<file path="config.mk">
export PLATFORM = sky130hd
export DESIGN_NAME = dtc_input_arbiter
export DESIGN_NICKNAME = d
export VERILOG_FILES = /design/src/rtl/dtc_arb_pkg.sv /design/src/rtl/sticky_flag.sv /design/src/rtl/dtc_input_arbiter.sv
export SDC_FILE = /design/constraint.sdc
export NUM_CORES = 1
export LEC_CHECK = 0
export ABC_CLOCK_PERIOD_IN_PS = 2200
export CORE_AREA = 2 2 134 136
export CTS_BUF_LIST = sky130_fd_sc_hd__clkbuf_16
export CTS_CLUSTER_DIAMETER = 150
export DETAILED_ROUTE_END_ITERATION = 8
export DIE_AREA = 0 0 136 138
export HOLD_SLACK_MARGIN = 0.15
export PLACE_DENSITY_LB_ADDON = 0.3
export SLEW_MARGIN = 20
export SYNTH_ARGS = -nofsm -noshare
export SYNTH_HDL_FRONTEND = slang
export SYNTH_SLANG_ARGS = --single-unit
</file>
<file path="constraint.sdc">
create_clock -name clk -period 2.2 [get_ports clk]
set_input_delay 0.44 -clock clk [delete_from_list [all_inputs] [get_ports clk]]
set_output_delay 0.44 -clock clk [all_outputs]
set_load 0.05 [all_outputs]
</file>
<file path="src/rtl/dtc_arb_pkg.sv">
// Shared types and helpers for the InputDTC frame-bus arbiter.
package dtc_arb_pkg;

  typedef enum logic {
    IDLE,
    BUSY
  } arb_state_t;

  localparam int DTC_N_LINKS = 4;
  localparam int DTC_DATA_W  = 64;

  // First set bit of cand scanning upward from ptr+1, wrapping at n; returns ptr if none.
  function automatic int unsigned rr_next(input logic [15:0] cand,
                                          input int unsigned ptr,
                                          input int unsigned n);
    rr_next = ptr;
    for (int unsigned k = n; k >= 1; k--) begin
      if (cand[4'((ptr + k) % n)]) rr_next = (ptr + k) % n;
    end
  endfunction

endpackage

</file>
<file path="src/rtl/sticky_flag.sv">
// Single-bit flag that sets on demand and clears only on reset.
module sticky_flag (
  input  logic clk,
  input  logic reset,
  input  logic set,
  output logic q
);

  always_ff @(posedge clk) begin
    if (reset)    q <= 1'b0;
    else if (set) q <= 1'b1;
  end

endmodule

</file>
<file path="src/rtl/dtc_input_arbiter.sv">
// Round-robin arbiter sharing one frame bus between N_LINKS DTC input links.
// Optional stalled-frame watchdog is built when DTC_ARB_TIMEOUT_EN is defined.
module dtc_input_arbiter
  import dtc_arb_pkg::*;
#(
  parameter int N_LINKS = DTC_N_LINKS,
  parameter int DATA_W  = DTC_DATA_W,
  parameter int LINK_W  = $clog2(N_LINKS),
  parameter int TIMEOUT = 1024
) (
  input  logic                      clk,
  input  logic                      reset,
  input  logic                      enable,
  input  logic [N_LINKS-1:0]        req_valid,
  input  logic [N_LINKS-1:0]        req_last,
  input  logic [N_LINKS*DATA_W-1:0] req_data,
  output logic [N_LINKS-1:0]        req_ready,
  output logic                      out_valid,
  output logic [DATA_W-1:0]         out_data,
  output logic                      out_last,
  output logic [LINK_W-1:0]         out_src,
  input  logic                      out_ready,
  output logic [N_LINKS-1:0]        armed,
  output logic                      timeout_err
);

  arb_state_t         state, state_nxt;
  logic [LINK_W-1:0]  ptr, ptr_nxt;
  logic [LINK_W-1:0]  grant, grant_nxt;
  logic [N_LINKS-1:0] cand;
  logic [DATA_W-1:0]  lane [N_LINKS];
  logic               busy;
  logic               xfer;
  logic               abort;

  for (genvar i = 0; i < N_LINKS; i++) begin : g_link
    sticky_flag u_arm (
      .clk   (clk),
      .reset (reset),
      .set   (req_valid[i] & enable),
      .q     (armed[i])
    );
    assign lane[i] = req_data[i*DATA_W +: DATA_W];
  end

  assign cand    = armed & req_valid;
  assign busy    = (state == BUSY);
  assign xfer    = busy & req_valid[grant] & out_ready;
  assign out_src = grant;

  always_comb begin
    state_nxt = state;
    ptr_nxt   = ptr;
    grant_nxt = grant;
    out_valid = 1'b0;
    out_last  = 1'b0;
    out_data  = '0;
    req_ready = '0;
    case (state)
      IDLE: begin
        if (enable && (|cand)) begin
          grant_nxt = LINK_W'(rr_next(16'(cand), 32'(ptr), N_LINKS));
          state_nxt = BUSY;
        end
      end
      BUSY: begin
        out_valid        = req_valid[grant];
        out_last         = req_last[grant];
        out_data         = lane[grant];
        req_ready[grant] = out_ready;
        if ((xfer && req_last[grant]) || abort) begin
          ptr_nxt   = grant;
          state_nxt = IDLE;
        end
      end
      default: state_nxt = IDLE;
    endcase
  end

  always_ff @(posedge clk) begin
    if (reset) begin
      state <= IDLE;
      ptr   <= LINK_W'(N_LINKS - 1);
      grant <= '0;
    end else begin
      state <= state_nxt;
      ptr   <= ptr_nxt;
      grant <= grant_nxt;
    end
  end

`ifdef DTC_ARB_TIMEOUT_EN
  localparam int CNT_W = $clog2(TIMEOUT + 1);

  logic [CNT_W-1:0] wd_cnt;
  logic             err_q;

  // Abort on the stalled cycle that would bring the count to TIMEOUT.
  assign abort = busy && !xfer && (wd_cnt == CNT_W'(TIMEOUT - 1));

  always_ff @(posedge clk) begin
    if (reset) begin
      wd_cnt <= '0;
      err_q  <= 1'b0;
    end else begin
      if (!busy || xfer || abort) wd_cnt <= '0;
      else                        wd_cnt <= wd_cnt + 1'b1;
      if (abort) err_q <= 1'b1;
    end
  end

  assign timeout_err = err_q;
`else
  assign abort       = 1'b0;
  assign timeout_err = 1'b0;
`endif

endmodule

</file>
==> metrics.md <==
| Metric | Value |
|---|---|
| Clock Tree Root | clkbuf_16 |
| VDD IR max | 0.411 mV |
| Mux share of post-synthesis cell area | between 50% and 60% |
| CTS H-tree depth | 1 |
| Die Footprint | about 0.019 sq mm |
| First-pass GRT wire length | around 21,000 um |
| Slowest CP cell | mux4_2 |
| Crit-path leading delay family | multiplexers |
| Max-slew violations | 0 |
| Failing checks | negative setup slack |
| Nets@finish | 830 |
| DRC viols | 0 |
| Post-Synth XOR/XNOR Area | 0% |
| 1st-iter DRT viols | 99 |
| Initial antenna violation count | 0 |
| Vias per cell | around 4.4 |
| CTS tree | built |
| Layout cell share with drive strength beyond 1 | a little over two fifths |
| Fin util | around 40% |
| Clock skew | 0.00443 ns |
| I/O Pins | roughly 350 |
| Synth Area per Inst | roughly 11 sq um |
| Worst setup SP type | flop |
| Async SR Flop Fraction | 0% |
| Final ANT Viol Nets | 0 |
| Hold-fix buffers, CTS | 0 |
| Most common cell on crit path | buf_12 |
| CP peak stage delay | approximately 0.52 ns |
| CP Data Arrival Time | ~1.8 ns |
| CP Data Required Time | about 1.8 ns |
| Yosys warns | 0 |
| Crit path buf inv count | 3 |
| Pwr/cell area | between 300 and 400 mW/mm^2 |
| Critical Path End Type | output pin |
| Vias in the first global route | 3,713 |
| Area Growth Syn to Fin | 180% |
| Maximum clock frequency | roughly 450 MHz |
| Path category of the worst min-delay check | reg -> reg |
| Worst Max-Slew Pin Slew | 0.512 ns |
| DR pass1 iterations | 6 |
| MaxCap Viol Count | 0 |
| Most frequent cells in the layout | 271 x clkdlybuf4s50_1, 66 x mux4_2, 52 x and2_4 |
| Final Hold Viols | 0 |
| Core area | 0.0175 sq mm |
| Final worst-path cycle share | 102% |
| Worst skew pair latency | 0.23 ns |
| GP Congestion | about 0.93 |
| Final worst path period need | 2.24 ns |
| Pin count of the biggest net entering global routing | 72 |
| Reg clk slew, reported paths | 0.04 ns |
| Syn Std Cell Area | between 0.002 and 0.003 sq mm |
| Post-Synthesis Net Count | approximately 490 |
| Clock Tree Buf Depth | 2 |
| #FFs+latches synth | 9 |
| EDFF count, synth | 0 |
| Total Power | 0.00229 W |
| Outcome | complete, but fails checks |
| Row cnt | just under 50 |
| Final worst slack | -0.0357 ns |
| CTS Sinks | 9 |
| Post-Synthesis Cells | between 200 and 250 |
| Starting Density | between 10 and 15% |
| Port buffer count | 343 |
| Wire length per cell | just under 20 um |
| Drt total wl | ~15,000 um |
| Rel. slew slack | 65.8% |
| Unrepaired setup endpoints after global routing | true |
| Sequential area share after synthesis | 7.20% |
| Simple-Gate Fraction of Synth Area | a little over a fifth |
| Synth Area in Compound Gates | about 4.4% |
| Die Ht | approximately 140 um |
| Dpl hpwl | around 12,000 um |
| Endpoints failing setup | 7 |
| Dominant synthesized flop cell | dfxtp_1 |
| Synthesized-area fraction occupied by adder cells | 0% |
| Lkg Pwr | 2.59 nW |
| Largest family of logic cells by synthesized area | multiplexers |
| Grt ovf | 0 |
| Overall Global Routing Usage | ~14% |
| Most common cell after layout, fill and taps aside | clkdlybuf4s50_1 |
| Die Wd | 136 um |
| CP Max Fanout | 7 |
| Antenna Cells | 0 |
| Kind of critical path | reg -> out |
| Worst-path cell chain | buf_12 -> clkbuf_16 -> mux4_2 -> and2_4 -> buf_12 |
| Vias | around 3.5k |
| Total CTS buffers | 3 |
| Pre-CTS setup slack | -0.0150 ns |
| Yosys cell types | 25 |
## final cells by class
cell class	count	area (sq um)
clock buffer	3	75.1
clock inverter	1	3.75
fill	1709	10500
inverter	2	7.51
multi-input combinational	177	2300
sequential	9	189
tap	229	287
timing repair buffer	369	4130
## power breakdown
group	switching, W	total, W	internal (W)
sequential	0.0000168	0.000192	0.000176
combinational	0.000712	0.00179	0.00108
clock	0.0000766	0.000314	0.000237
total	0.000805	0.00229	0.00149
## through the flow
stage               instance area, sq um  setup TNS (ns)  instances  hold WS, ns
floorplan                           2580          -0.111        218        0.459
global placement                    6210       -0.000201        772        0.489
detailed placement                  6210         -0.0150        772        0.521
CTS                                 6390           -1.85        776        0.536
global route                        7000           -1.90        790        0.580
finish                              7000         -0.0823        790        0.537
## sequential cells by signal (all words and copies together) (netlist names)
name	cells
busy	1
g_link.u_arm.q	4
ptr	2
out_src	2
## worst min-delay path: cells and delay by family (launching register included)
| kind | cells | cell delay [ns] |
|---|---|---|
| flip-flops | 1 | 0.32 |
| AO/OA/AOI/OAI | 1 | 0.12 |
| AND/OR/NAND/NOR | 1 | 0.05 |
## cells in the mapped netlist (2+ instances only)
master	n	area share, %
buf_6	3	1.4
buf_4	5	1.5
clkbuf_1	12	1.8
nor3_1	3	0.60
and2_1	68	17
nand3_1	3	0.60
a21oi_1	7	1.4
buf_2	9	1.8
inv_1	2	0.30
a311oi_1	2	0.70
nand2_1	4	0.60
mux4_2	66	59
nor2_1	13	2.0
a22oi_1	2	0.60
dfxtp_1	9	7.2
## worst paths after layout
path,start,end,slack [ns],depth (start not counted)
min,g_link[2].u_arm.q,g_link[2].u_arm.q,0.54,2
max,out_src[0],out_last,-0.04,5
max reg2reg,out_src[0],ptr[1],0.33,9
min reg2reg,g_link[2].u_arm.q,g_link[2].u_arm.q,0.54,2
## repair_timing
item,CTS,global route
gates resized for setup,27,133
buffers inserted,0,7
cloned,0,7
setup endpoints to repair,61,66
## logic make-up (layout without fill, tap and decap cells)
logic type      count (synthesis)  in the layout
other cells                     1              1
flops                           9              9
simple gates                   93             93
buf+inv                        32            375
mux                            67             67
compound gates                 16             16
## per-layer routing
metal | share of wire [%] | track usage (%)
met5 | 0 | 0
met4 | 1.3 | 2.25
met3 | 7.2 | 2.35
met2 | 55 | 28.3
met1 | 37 | 15.5
(Power assumes the default switching activity.)
